$ cat src/rtl/morse_keyer_tx_if.sv
// Character handshake between the code source and the Morse transmitter.
// The source drives valid/code; the transmitter answers with ready.
interface morse_keyer_tx_if;
  logic       char_valid;
  logic [5:0] char_code;
  logic       char_ready;

  modport master (output char_valid, output char_code, input char_ready);
  modport slave  (input char_valid, input char_code, output char_ready);
endinterface

$ cat src/rtl/morse_keyer_tx.sv
// Morse transmitter: looks up one character per handshake in a ROM and keys
// dots, dashes and gaps with a programmable time unit of UNIT_CYCLES clocks.
module morse_keyer_tx #(
  parameter int unsigned UNIT_CYCLES = 25_000_000
) (
  input  logic             clk,
  input  logic             reset,
  morse_keyer_tx_if.slave  bus,
  output logic             key_out,
  output logic             busy,
  output logic             char_done,
  output logic             err
);

  localparam int unsigned PRE_W      = (UNIT_CYCLES > 1) ? $clog2(UNIT_CYCLES) : 1;
  localparam logic [5:0]  CODE_SPACE = 6'd36;

  typedef enum logic [2:0] {S_IDLE, S_MARK, S_IGAP, S_CGAP, S_WGAP} state_t;

  // {length[2:0], elements[4:0]}; elements left-aligned, bit 4 sent first, 1 = dash
  function automatic logic [7:0] rom_lookup(input logic [5:0] code);
    case (code)
      6'd0:  rom_lookup = {3'd2, 5'b01000}; // A
      6'd1:  rom_lookup = {3'd4, 5'b10000}; // B
      6'd2:  rom_lookup = {3'd4, 5'b10100}; // C
      6'd3:  rom_lookup = {3'd3, 5'b10000}; // D
      6'd4:  rom_lookup = {3'd1, 5'b00000}; // E
      6'd5:  rom_lookup = {3'd4, 5'b00100}; // F
      6'd6:  rom_lookup = {3'd3, 5'b11000}; // G
      6'd7:  rom_lookup = {3'd4, 5'b00000}; // H
      6'd8:  rom_lookup = {3'd2, 5'b00000}; // I
      6'd9:  rom_lookup = {3'd4, 5'b01110}; // J
      6'd10: rom_lookup = {3'd3, 5'b10100}; // K
      6'd11: rom_lookup = {3'd4, 5'b01000}; // L
      6'd12: rom_lookup = {3'd2, 5'b11000}; // M
      6'd13: rom_lookup = {3'd2, 5'b10000}; // N
      6'd14: rom_lookup = {3'd3, 5'b11100}; // O
      6'd15: rom_lookup = {3'd4, 5'b01100}; // P
      6'd16: rom_lookup = {3'd4, 5'b11010}; // Q
      6'd17: rom_lookup = {3'd3, 5'b01000}; // R
      6'd18: rom_lookup = {3'd3, 5'b00000}; // S
      6'd19: rom_lookup = {3'd1, 5'b10000}; // T
      6'd20: rom_lookup = {3'd3, 5'b00100}; // U
      6'd21: rom_lookup = {3'd4, 5'b00010}; // V
      6'd22: rom_lookup = {3'd3, 5'b01100}; // W
      6'd23: rom_lookup = {3'd4, 5'b10010}; // X
      6'd24: rom_lookup = {3'd4, 5'b10110}; // Y
      6'd25: rom_lookup = {3'd4, 5'b11000}; // Z
      6'd26: rom_lookup = {3'd5, 5'b11111}; // 0
      6'd27: rom_lookup = {3'd5, 5'b01111}; // 1
      6'd28: rom_lookup = {3'd5, 5'b00111}; // 2
      6'd29: rom_lookup = {3'd5, 5'b00011}; // 3
      6'd30: rom_lookup = {3'd5, 5'b00001}; // 4
      6'd31: rom_lookup = {3'd5, 5'b00000}; // 5
      6'd32: rom_lookup = {3'd5, 5'b10000}; // 6
      6'd33: rom_lookup = {3'd5, 5'b11000}; // 7
      6'd34: rom_lookup = {3'd5, 5'b11100}; // 8
      6'd35: rom_lookup = {3'd5, 5'b11110}; // 9
      default: rom_lookup = 8'h00;
    endcase
  endfunction

  state_t           r_state;
  logic [PRE_W-1:0] r_pre;
  logic [1:0]       r_units;   // units remaining in current phase, minus one
  logic [2:0]       r_left;    // elements remaining after the current one
  logic [4:0]       r_bits;
  logic             r_key;
  logic             r_busy;
  logic             r_done;
  logic             r_err;
  logic             r_ready;

  logic       w_tick;
  logic       w_accept;
  logic [7:0] w_rom;

  assign w_tick   = (r_pre == PRE_W'(UNIT_CYCLES - 1));
  assign w_accept = bus.char_valid & r_ready;
  assign w_rom    = rom_lookup(bus.char_code);

  always_ff @(posedge clk or posedge reset) begin
    if (reset) begin
      r_state <= S_IDLE;
      r_pre   <= '0;
      r_units <= '0;
      r_left  <= '0;
      r_bits  <= '0;
      r_key   <= 1'b0;
      r_busy  <= 1'b0;
      r_done  <= 1'b0;
      r_err   <= 1'b0;
      r_ready <= 1'b1;
    end else begin
      r_done <= 1'b0;
      r_err  <= 1'b0;
      if (r_state == S_IDLE) begin
        if (w_accept) begin
          r_pre <= '0;
          if (bus.char_code < CODE_SPACE) begin
            r_state <= S_MARK;
            r_key   <= 1'b1;
            r_busy  <= 1'b1;
            r_ready <= 1'b0;
            r_bits  <= w_rom[4:0];
            r_left  <= w_rom[7:5] - 3'd1;
            r_units <= w_rom[4] ? 2'd2 : 2'd0;
          end else if (bus.char_code == CODE_SPACE) begin
            r_state <= S_WGAP;
            r_busy  <= 1'b1;
            r_ready <= 1'b0;
            r_units <= 2'd3;
          end else begin
            r_err <= 1'b1;
          end
        end
      end else if (!w_tick) begin
        r_pre <= r_pre + PRE_W'(1);
      end else begin
        r_pre <= '0;
        if (r_units != 2'd0) begin
          r_units <= r_units - 2'd1;
        end else begin
          // Phase boundary: pick the next phase and its length in units
          case (r_state)
            S_MARK: begin
              r_key <= 1'b0;
              if (r_left == 3'd0) begin
                r_state <= S_CGAP;
                r_units <= 2'd2;
              end else begin
                r_state <= S_IGAP;
                r_units <= 2'd0;
              end
            end
            S_IGAP: begin
              r_state <= S_MARK;
              r_key   <= 1'b1;
              r_bits  <= {r_bits[3:0], 1'b0};
              r_left  <= r_left - 3'd1;
              r_units <= r_bits[3] ? 2'd2 : 2'd0;
            end
            default: begin
              r_state <= S_IDLE;
              r_busy  <= 1'b0;
              r_ready <= 1'b1;
              r_done  <= 1'b1;
            end
          endcase
        end
      end
    end
  end

  assign bus.char_ready = r_ready;
  assign key_out        = r_key;
  assign busy           = r_busy;
  assign char_done      = r_done;
  assign err            = r_err;

endmodule

$ cat src/flat_wrapper.sv
// flat-port wrapper written by rule: the top's interface ports become plain ports
module morse_keyer_tx_flat 
#(
  parameter int unsigned UNIT_CYCLES = 25_000_000
)
  (clk, reset, key_out, busy, char_done, err, bus_char_valid, bus_char_code, bus_char_ready);
  morse_keyer_tx_if bus_i ();
  input  logic clk;
  input  logic reset;
  output logic key_out;
  output logic busy;
  output logic char_done;
  output logic err;
  input wire logic [$bits(bus_i.char_valid)-1:0] bus_char_valid;
  input wire logic [$bits(bus_i.char_code)-1:0] bus_char_code;
  output wire logic [$bits(bus_i.char_ready)-1:0] bus_char_ready;
  assign bus_i.char_valid = bus_char_valid;
  assign bus_i.char_code = bus_char_code;
  assign bus_char_ready = bus_i.char_ready;
  morse_keyer_tx #(.UNIT_CYCLES(UNIT_CYCLES)) u_core (.clk(clk), .reset(reset), .bus(bus_i), .key_out(key_out), .busy(busy), .char_done(char_done), .err(err));
endmodule
$ cat config.mk
export PLATFORM = sky130hd
export DESIGN_NAME = morse_keyer_tx_flat
export DESIGN_NICKNAME = d
export VERILOG_FILES = /design/src/rtl/morse_keyer_tx_if.sv /design/src/rtl/morse_keyer_tx.sv /design/src/flat_wrapper.sv
export SDC_FILE = /design/constraint.sdc
export NUM_CORES = 1
export LEC_CHECK = 0
export BUFFER_PORTS_ARGS = -buffer_cell sky130_fd_sc_hd__buf_2
export CORE_UTILIZATION = 55
export CTS_CLUSTER_DIAMETER = 40
export DETAILED_ROUTE_END_ITERATION = 8
export GPL_ROUTABILITY_DRIVEN = 0
export HOLD_SLACK_MARGIN = 0.15
export PLACE_DENSITY = 0.72
export SYNTH_ARGS = -nofsm -noshare
export SYNTH_HDL_FRONTEND = slang
export SYNTH_SLANG_ARGS = --single-unit
$ cat constraint.sdc
create_clock -name clk -period 2.35 [get_ports clk]
set_input_delay 0.235 -clock clk [delete_from_list [all_inputs] [get_ports clk]]
set_output_delay 0.235 -clock clk [all_outputs]
set_load 0.01 [all_outputs]
==> results of run 1 <==
logic make-up (layout without fill, tap and decap cells):
group	count (synthesis)	in the layout	share of synthesized area, %
multiplexers	10	10	4.398
AND/OR/NAND/NOR	137	137	25.15
flip-flops	42	42	35.91
XOR/XNOR	1	1	0.2989
adder cells (fa/ha/maj)	10	10	4.270
AO/OA/AOI/OAI	112	112	24.85
buffers and inverters	36	69	5.123
what timing repair did:
item,in CTS,in global routing
resized for setup,0,2
hold buffers,1,0
endpoints found under the setup margin,0,4
endpoints found under the hold margin,21,0
per-stage QoR:
stage               hold WS, ps  cells  total power, uW  setup slack, ps  instance area, um2
finish                    236.1    451             1332            105.8                3332
global route              243.7    451             1399            27.21                3332
CTS                       231.1    451             1340            60.79                3322
detailed placement        337.0    442            884.6            29.82                3229
global placement          331.8    442            882.6            93.95                3229
floorplan                 388.0    348            833.6            5.612                2930
worst min-delay path, cell delays in order:
cell	delay [ps]
buf_2	120
nand2_1	80
nor3_1	50
placed cells by master (no fill, tap or decap), types with 4 or more instances in the layout:
cell	Yosys	final
buf_2	0	13
dfrtp_1	41	41
or3_1	4	4
o21ai_0	27	27
nand2_1	34	34
o31ai_1	5	5
a31oi_1	18	18
nor3_1	12	12
clkbuf_8	0	5
nand3_1	14	14
a21oi_1	25	25
nor2_1	27	27
inv_1	15	14
nor4_1	4	4
nand4_1	7	7
ha_1	10	10
nand2b_1	8	8
mux2i_1	5	5
buf_4	0	32
synth_stat cells (3+ instances only):
| master | instances |
|---|---|
| clkbuf_1 | 18 |
| nand3_1 | 14 |
| nor2b_1 | 3 |
| o22a_1 | 3 |
| nand3b_1 | 3 |
| mux2_4 | 3 |
| nand2b_1 | 8 |
| mux2i_1 | 5 |
| dfrtp_1 | 41 |
| o21bai_1 | 3 |
| a31oi_1 | 18 |
| nor2_1 | 27 |
| or3_1 | 4 |
| a41oi_1 | 3 |
| nor4_1 | 4 |
| o31ai_1 | 5 |
| nand4_1 | 7 |
| inv_1 | 15 |
| nor3_1 | 12 |
| o21ai_0 | 27 |
| ha_1 | 10 |
| nand2_1 | 34 |
| a21oi_1 | 25 |
| a32oi_1 | 3 |
flip-flops by register name (all words and copies together) (netlist names):
register,flops
u_core.r_bits,4
u_core.r_units,2
u_core.char_done,1
u_core.key_out,1
u_core.bus.char_ready,1
u_core.err,1
u_core.r_state,3
u_core.busy,1
u_core.r_pre,25
u_core.r_left,3
worst min-delay path by stage:
stage	depth (start not counted)	slack (ps)	to	from
2_1_floorplan	2	390	u_core.err	bus_char_valid
3_3_place_gp	2	330	u_core.err	reset
3_5_place_dp	2	340	u_core.err	reset
4_1_cts	3	230	u_core.err	bus_char_valid
5_1_grt	3	240	u_core.err	bus_char_valid
6_report	3	240	u_core.err	bus_char_valid
power breakdown:
part           internal [uW]  leakage, uW  switching (uW)
combinational           57.5     0.000878            85.6
sequential               725     0.000490            3.14
clock                    206    0.0000450             254
per-layer routing:
| layer | part of all wire, % | GRT usage (%) | wire, um | vias up |
|---|---|---|---|---|
| li1 | - | - | - | 1367 |
| met1 | 49 | 40.25 | 3435 | 1324 |
| met2 | 46 | 41.54 | 3228 | 58 |
| met3 | 3.5 | 4.284 | 245 | 11 |
| met4 | 1.5 | 7.547 | 103 | 0 |
| met5 | 0 | 0 | 0 | - |
layout make-up:
cell class / count / area, um2 / area share [%]
flip-flops and latches: 42 / 1052 / 31.58
multi-input cells: 270 / 1738 / 52.16
clock buffers: 6 / 72.57 / 2.178
clock inverters: 2 / 10.01 / 0.3004
inverters: 15 / 56.30 / 1.690
repair buffers: 46 / 315.3 / 9.463
well taps: 70 / 87.58 / 2.629
==> impl_metrics.yaml, run 1 <==
synthesis:
  synth_edf_count: 0
  synth_area_leaders: "dfrtp_1, o21ai_0, nand2_1"
  synth_top_area_share_pct: 35.01
  synthCells: 348
  yosysUniqueCellTypes: 64
  async_flop_share_pct: 100.0
  syn-num-nets: 367
  avgSynthCellArea_um2: 8.420
  yosysWarnings: 0
  synth-seq-area-share_pct: 35.91
  synth-seq-cells: 42
  yosysTopAreaCell: "dfrtp_1"
  syn_area_um2: 2930
  synthFlopType: "dfrtp_1"
timing:
  rsz0062_at_grt: "no"
  finalCritPeriodShare_pct: 95.50
  setup-tns-final_ps: 0
  fin_crit_ps: 2244
  max_freq_ghz: 0.4456
  drv_slew: 0
  slew_headroom_pct: 45.83
  skew_ps: 5.546
  hold_violations: 0
  setup_viol: 0
  worstMarginPinSlew_ps: 807.6
clock_tree:
  clkSlewWorstSetupHoldPaths_ps: 80
  cts_inserted_buffers: 5
  clkLatencyLatePin_ps: 290
  cts_buffer_depth: 2
  clockRootBuffer: "clkbuf_8"
  htree_levels: 2
  cts_tree: "yes"
  postCtsSetupRepairBufs: 0
  clock-sinks: 42
grt:
  grt_pass1_wl_um: 11600
  grt_max_degree: 37
  gr-total-overflow: 0
  antenna_found_initial: 0
  grt_pass1_vias: 2477
  grt_usage_pct: 27.32
critical_path:
  crit_required_ps: 2530
  crit_start: "u_core.r_pre[0]"
  cp_slowest_cell: "or4b_4"
  critPathBufInv: 1
  rr_worst_depth: 7
  critPathMaxStageDelay_ps: 600
  reg2reg_slack_ps: 110
  critPathCaptureType: "flop"
  cpLargestDelayFamily: "simple AND/OR/NAND/NOR gates"
  cp-endpoint: "u_core.key_out"
  reg2reg_from: "u_core.r_pre[0]"
  r2r-end: "u_core.key_out"
  cp-start-kind: "flop"
  crit_arrival_ps: 2430
  crit_chain: "ha_1, and4_4, nand4_4, or4b_4, buf_4, o31a_2, o22a_1"
  crit_type: "flop to flop"
  worst-path-max-fanout: 6
  cp_num_cells: 7
outcome:
  outcome: "complete, no violations"
final_layout:
  area_growth_syn_to_layout_pct: 13.71
  insertedDiodeCount: 0
  num-fill-cells: 471
  fin_util_pct: 65.24
  nets: 399
  layout-drive-gt1-share_pct: 19.69
power_and_ir_drop:
  p_per_area_nw_per_um2: 399.7
  ir_worst_vdd_v: 0.0002497
  total_leakage_power_uw: 0.001412
floorplan:
  die_w_um: 74.99
  start_util_pct: 57.37
  core_area_um2: 5107
  rows: 26
  die_area_um2: 5624
  top_level_ports: 14
  die_h_um: 74.99
drt:
  via_count: 2760
  vias_per_cell: 6.120
  drt_iter0_markers: 200
  route.detailed.drc: 0
  drt_wl_total_um: 7012
  post_drt_wl_per_cell_um: 15.55
  antenna_left: 0
  dr.pass1.iters: 4
place:
  dp_hpwl_um: 5051
  port_buffers: 13
min_path:
  worstHoldPathType: "input port to flop"
job:
  drv_cap: 0
(Power assumes the default switching activity.)
==> run 2, diff against run 1 <==
--- a/config.mk
+++ b/config.mk
@@ -6,6 +6,7 @@
 export NUM_CORES = 1
 export LEC_CHECK = 0
 export BUFFER_PORTS_ARGS = -buffer_cell sky130_fd_sc_hd__buf_2
+export CORE_ASPECT_RATIO = 1.75
 export CORE_UTILIZATION = 55
 export CTS_CLUSTER_DIAMETER = 40
 export DETAILED_ROUTE_END_ITERATION = 8
==> run 2 against run 1 <==
Compared with the run above:
- total power rose by 19%
- largest cell class unchanged
- highest routed layer unchanged
- worst hold slack got worse by 8.4 ps
- critical endpoint is now u_core.r_bits[2]
- global-route usage rose by 1.1 points
- final cell count fell by 2.9%
==> impl_metrics.yaml, run 2 (same netlist as run 1, synthesis figures left out) <==
grt:
  grt_usage_pct: 28.38
  gr-total-overflow: 0
  grt_max_degree: 43
  grt_pass1_wl_um: 12640
  grt_pass1_vias: 2767
  antenna_found_initial: 0
drt:
  dr.pass1.iters: 4
  route.detailed.drc: 0
  drt_iter0_markers: 114
  drt_wl_total_um: 7197
  post_drt_wl_per_cell_um: 16.43
  antenna_left: 0
  vias_per_cell: 6.368
  via_count: 2789
power_and_ir_drop:
  total_leakage_power_uw: 0.001461
  p_sw_share_pct: 23.03
  ir_worst_vdd_v: 0.0005504
  combPwrFrac_pct: 9.5
  pwr-share-clk_pct: 44.4
  seqPwrFrac_pct: 46.1
  p_per_area_nw_per_um2: 463.6
  intPower_uw: 1215
  p_switching_uw: 363.6
  total_power_uw: 1578
floorplan:
  start_util_pct: 57.88
  core_area_um2: 5062
  die_w_um: 57.18
  rows: 34
  die_h_um: 98.56
  top_level_ports: 14
  die_area_um2: 5635
critical_path:
  crit_arrival_ps: 2460
  crit_required_ps: 2530
  critPathMaxStageDelay_ps: 600
  cp_slowest_cell: "or4b_4"
  critPathCaptureType: "flop"
  cp-start-kind: "flop"
  cpLargestDelayFamily: "simple AND/OR/NAND/NOR gates"
  worst-path-max-fanout: 6
  crit_chain: "ha_1, and4_4, nand4_4, or4b_4, o21a_1, mux2_4"
  critPathBufInv: 0
  crit_type: "flop to flop"
final_layout:
  final_common_cell: "dfrtp_1"
  area_growth_syn_to_layout_pct: 16.18
  largest_register_ffs: 25
  insertedDiodeCount: 0
  layout-drive-gt1-share_pct: 20.31
  nets: 402
  largest_register: "u_core.r_pre"
  final_cell_mix: "dfrtp_1, nand2_1, buf_4"
  stdcell_count: 438
  top_regs: "u_core.r_pre x25, u_core.r_bits x4"
  fin_util_pct: 67.25
place:
  dp_hpwl_um: 5193
  post-place-cells: 429
  port_buffers: 13
clock_tree:
  clock-sinks: 42
  clkSlewWorstSetupHoldPaths_ps: 90
  clockRootBuffer: "clkbuf_8"
  cts_buffer_depth: 2
  cts_inserted_buffers: 5
  cts_tree: "yes"
  htree_levels: 2
  clkLatencyLatePin_ps: 300
  postCtsSetupRepairBufs: 0
  cts_hold_buffers: 1
  cts_resized: 0
timing:
  fin_crit_ps: 2278
  max_freq_ghz: 0.4390
  finalCritPeriodShare_pct: 96.93
  drv_slew: 0
  rsz0062_at_grt: "no"
  skew_ps: 13.29
  setup_viol: 0
  hold_violations: 0
  slew_headroom_pct: 48.29
  setup-tns-final_ps: 0
  worstMarginPinSlew_ps: 769.0
min_path:
  worstHoldPathType: "input port to flop"
outcome:
  outcome: "complete, no violations"
job:
  drv_cap: 0
==> run 2: final timing paths <==
check | start | to | slack [ps] | cells after the start
min in group asynchronous | reset | u_core.r_units[0] | 620 | 4
hold / removal | bus_char_valid | u_core.err | 230 | 3
max in group asynchronous | reset | u_core.r_pre[19] | 1340 | 4
setup reg to reg | u_core.r_pre[1] | u_core.r_bits[2] | 70 | 6
setup / recovery | u_core.r_pre[1] | u_core.r_bits[2] | 70 | 6
hold reg to reg | u_core.r_pre[19] | u_core.r_pre[19] | 490 | 1
==> run 2: layout make-up <==
class	instances	area, um2
clock inverters	3	68.82
repair buffers	49	362.8
multi-input cells	270	1728
fillers	447	1658
inverters	15	56.30
clock buffers	5	68.82
flip-flops and latches	42	1052
well taps	54	67.56
==> run 2: routing by layer <==
layer / vias to the layer above / part of all wire (%) / track usage (%)
met5: - / 0 / 0
met4: 0 / 3.7 / 13.13
met3: 22 / 3.4 / 3.543
met2: 84 / 53 / 51.31
met1: 1321 / 40 / 32.37
li1: 1362 / - / -
==> run 2: stage by stage <==
| step | setup WS [ps] | instance area, um2 | hold slack (ps) |
|---|---|---|---|
| 6_report | 72.12 | 3405 | 227.8 |
| 2_1_floorplan | 5.612 | 2930 | 388.0 |
| 3_3_place_gp | 35.04 | 3257 | 397.8 |
| 3_5_place_dp | -42.36 | 3257 | 399.3 |
| 5_1_grt | 7.389 | 3405 | 233.6 |
| 4_1_cts | 66.57 | 3405 | 225.1 |
==> run 2: worst reg2reg max path, stage by stage (launching register included) <==
cell,delay (ps)
dfrtp_1,360
ha_1,180
and4_4,270
nand4_4,100
or4b_4,600
o21a_1,330
mux2_4,330
==> run 2: power by group through the flow <==
stage / Clock, uW / Combinational [uW] / Sequential (uW)
2_1_floorplan: 0 / 92.2 / 741
3_3_place_gp: 0 / 148 / 742
3_5_place_dp: 0 / 148 / 742
4_1_cts: 709 / 150 / 728
5_1_grt: 729 / 167 / 728
6_report: 701 / 150 / 728
==> run 3, diff against run 2 <==
--- a/config.mk
+++ b/config.mk
@@ -5,14 +5,14 @@
 export SDC_FILE = /design/constraint.sdc
 export NUM_CORES = 1
 export LEC_CHECK = 0
-export BUFFER_PORTS_ARGS = -buffer_cell sky130_fd_sc_hd__buf_2
 export CORE_ASPECT_RATIO = 1.75
 export CORE_UTILIZATION = 55
 export CTS_CLUSTER_DIAMETER = 40
 export DETAILED_ROUTE_END_ITERATION = 8
+export DONT_BUFFER_PORTS = 1
 export GPL_ROUTABILITY_DRIVEN = 0
 export HOLD_SLACK_MARGIN = 0.15
-export PLACE_DENSITY = 0.72
+export PLACE_DENSITY = 0.7
 export SYNTH_ARGS = -nofsm -noshare
 export SYNTH_HDL_FRONTEND = slang
 export SYNTH_SLANG_ARGS = --single-unit
==> run 3 against run 2 <==
Compared with the run above:
- critical path depth did not move
- utilization fell by 2.7 points
- total power fell by 11%
- die area did not move
- clock power fell by 19%
- sequential cell count did not move
- non-clock buffer count fell by 18
- final area fell by 4.0%
- clock-buffer cell count rose by 1
- sequential power barely moved
- critical path type unchanged
- critical endpoint is now u_core.r_state[1]
- largest cell class unchanged
- highest routed layer unchanged
==> impl_metrics.yaml, run 3 (same netlist as run 1, synthesis figures left out) <==
critical_path:
  crit_arrival_ps: 2440
  cp-start-kind: "flop"
  critPathCaptureType: "flop"
  worst-path-max-fanout: 9
  crit_required_ps: 2550
  crit_type: "flop to flop"
drt:
  vias_per_cell: 6.476
  route.detailed.drc: 0
  post_drt_wl_per_cell_um: 17.69
  via_count: 2720
  drt_iter0_markers: 120
  dr.pass1.iters: 4
  antenna_left: 0
  drt_wl_total_um: 7428
place:
  dp_hpwl_um: 5594
  port_buffers: 0
  postPlaceCellArea_um2: 3114
clock_tree:
  cts_tree: "yes"
  clkLatencyLatePin_ps: 300
  clkSlewWorstSetupHoldPaths_ps: 90
  postCtsSetupRepairBufs: 0
  clockRootBuffer: "clkbuf_8"
  cts_buffer_depth: 2
  cts_inserted_buffers: 5
  clock-sinks: 42
  htree_levels: 2
timing:
  drv_slew: 0
  skew_ps: 12.70
  fin_crit_ps: 2242
  finalCritPeriodShare_pct: 95.41
  slew_headroom_pct: 44.66
  hold_violations: 0
  rsz0062_at_grt: "no"
  max_freq_ghz: 0.4460
  setup_viol: 0
  worstMarginPinSlew_ps: 824.9
  setup-tns-final_ps: 0
power_and_ir_drop:
  combPwrFrac_pct: 7.7
  pwr-share-clk_pct: 40.6
  seqPwrFrac_pct: 51.7
  p_sw_share_pct: 22.49
  intPower_uw: 1091
  total_leakage_power_uw: 0.001386
  ir_worst_vdd_v: 0.0002591
  p_per_area_nw_per_um2: 430.6
  p_switching_uw: 316.6
floorplan:
  rows: 34
  core_area_um2: 5062
  die_area_um2: 5635
  top_level_ports: 14
  die_h_um: 98.56
  die_w_um: 57.18
  start_util_pct: 57.88
final_layout:
  largest_register_ffs: 25
  fin_util_pct: 64.58
  final_cell_mix: "dfrtp_1, nand2_1, buf_4"
  largest_register: "u_core.r_pre"
  final_cell_area_um2: 3269
  nets: 384
  insertedDiodeCount: 0
  area_growth_syn_to_layout_pct: 11.57
  final_common_cell: "dfrtp_1"
  layout-drive-gt1-share_pct: 15.85
  top_regs: "u_core.r_pre x25, u_core.r_bits x4"
grt:
  gr-total-overflow: 0
  grt_usage_pct: 28.84
  antenna_found_initial: 0
  grt_pass1_wl_um: 12590
  grt_pass1_vias: 2595
  grt_max_degree: 37
job:
  drv_cap: 0
outcome:
  outcome: "complete, no violations"
min_path:
  worstHoldPathType: "input port to flop"
[run 3: changes by cell type in the layout (fill, tap and decap cells not counted), sizes merged]
cell / delta
inv: -1
dlygate4sd3: +2
clkbuf: +1
clkinvlp: +1
bufinv: -1
buf: -20
[run 3: worst max-delay path, cell delays in order (launching register included)]
cell     delay [ps]
dfrtp_1         400
ha_1            180
and4_4          260
nand4_4         100
or4b_4          570
or3_2           440
o21ai_0         190
[run 3: per-stage QoR]
stage               hold slack, ps  worst slack [ps]  total power, uW  cells
detailed placement           224.1             26.64            846.6    409
global route                 184.5             19.00             1472    420
floorplan                    388.0             5.612            833.6    348
finish                       192.6             107.8             1408    420
global placement             215.1             93.03            845.2    409
CTS                          186.4             4.243             1425    420
[run 3: worst paths after layout]
check / start / endpoint / slack [ps] / cells after the start
setup / recovery: u_core.r_pre[1] / u_core.r_state[1] / 110 / 6
min in group asynchronous: reset / u_core.char_done / 440 / 2
setup reg to reg: u_core.r_pre[1] / u_core.r_state[1] / 110 / 6
hold reg to reg: u_core.r_pre[19] / u_core.r_pre[19] / 490 / 1
hold / removal: bus_char_code[3] / u_core.err / 190 / 2
max in group asynchronous: reset / u_core.r_pre[19] / 1330 / 3
[run 3: power groups by stage]
| stage | clock [uW] | sequential (uW) | combinational (uW) |
|---|---|---|---|
| after floorplan | 0 | 741 | 92.2 |
| after global placement | 0 | 743 | 103 |
| after detailed placement | 0 | 743 | 104 |
| after CTS | 588 | 728 | 109 |
| after global routing | 622 | 729 | 121 |
| final | 571 | 729 | 108 |
[run 3: cell type report]
type	count	area, um2
Clock buffer	6	72.57
Tap cell	54	67.56
Fill cell	459	1793
Sequential cell	42	1052
Inverter	15	56.30
Timing Repair Buffer	31	240.2
Multi-Input combinational cell	270	1743
Clock inverter	2	37.54
[run 3: what timing repair did]
action / 4_1_cts / 5_1_grt
hold buffers: 3 / 0
setup endpoints to repair: 0 / 6
gates resized for setup: 0 / 3
endpoints found under the hold margin: 23 / 0
[run 3: layer usage]
layer	vias up	track usage [%]	routed length, um
li1	1330	-	-
met1	1289	31.94	2859
met2	76	52.67	4004
met3	25	3.675	261
met4	0	14.26	303
met5	-	0	0
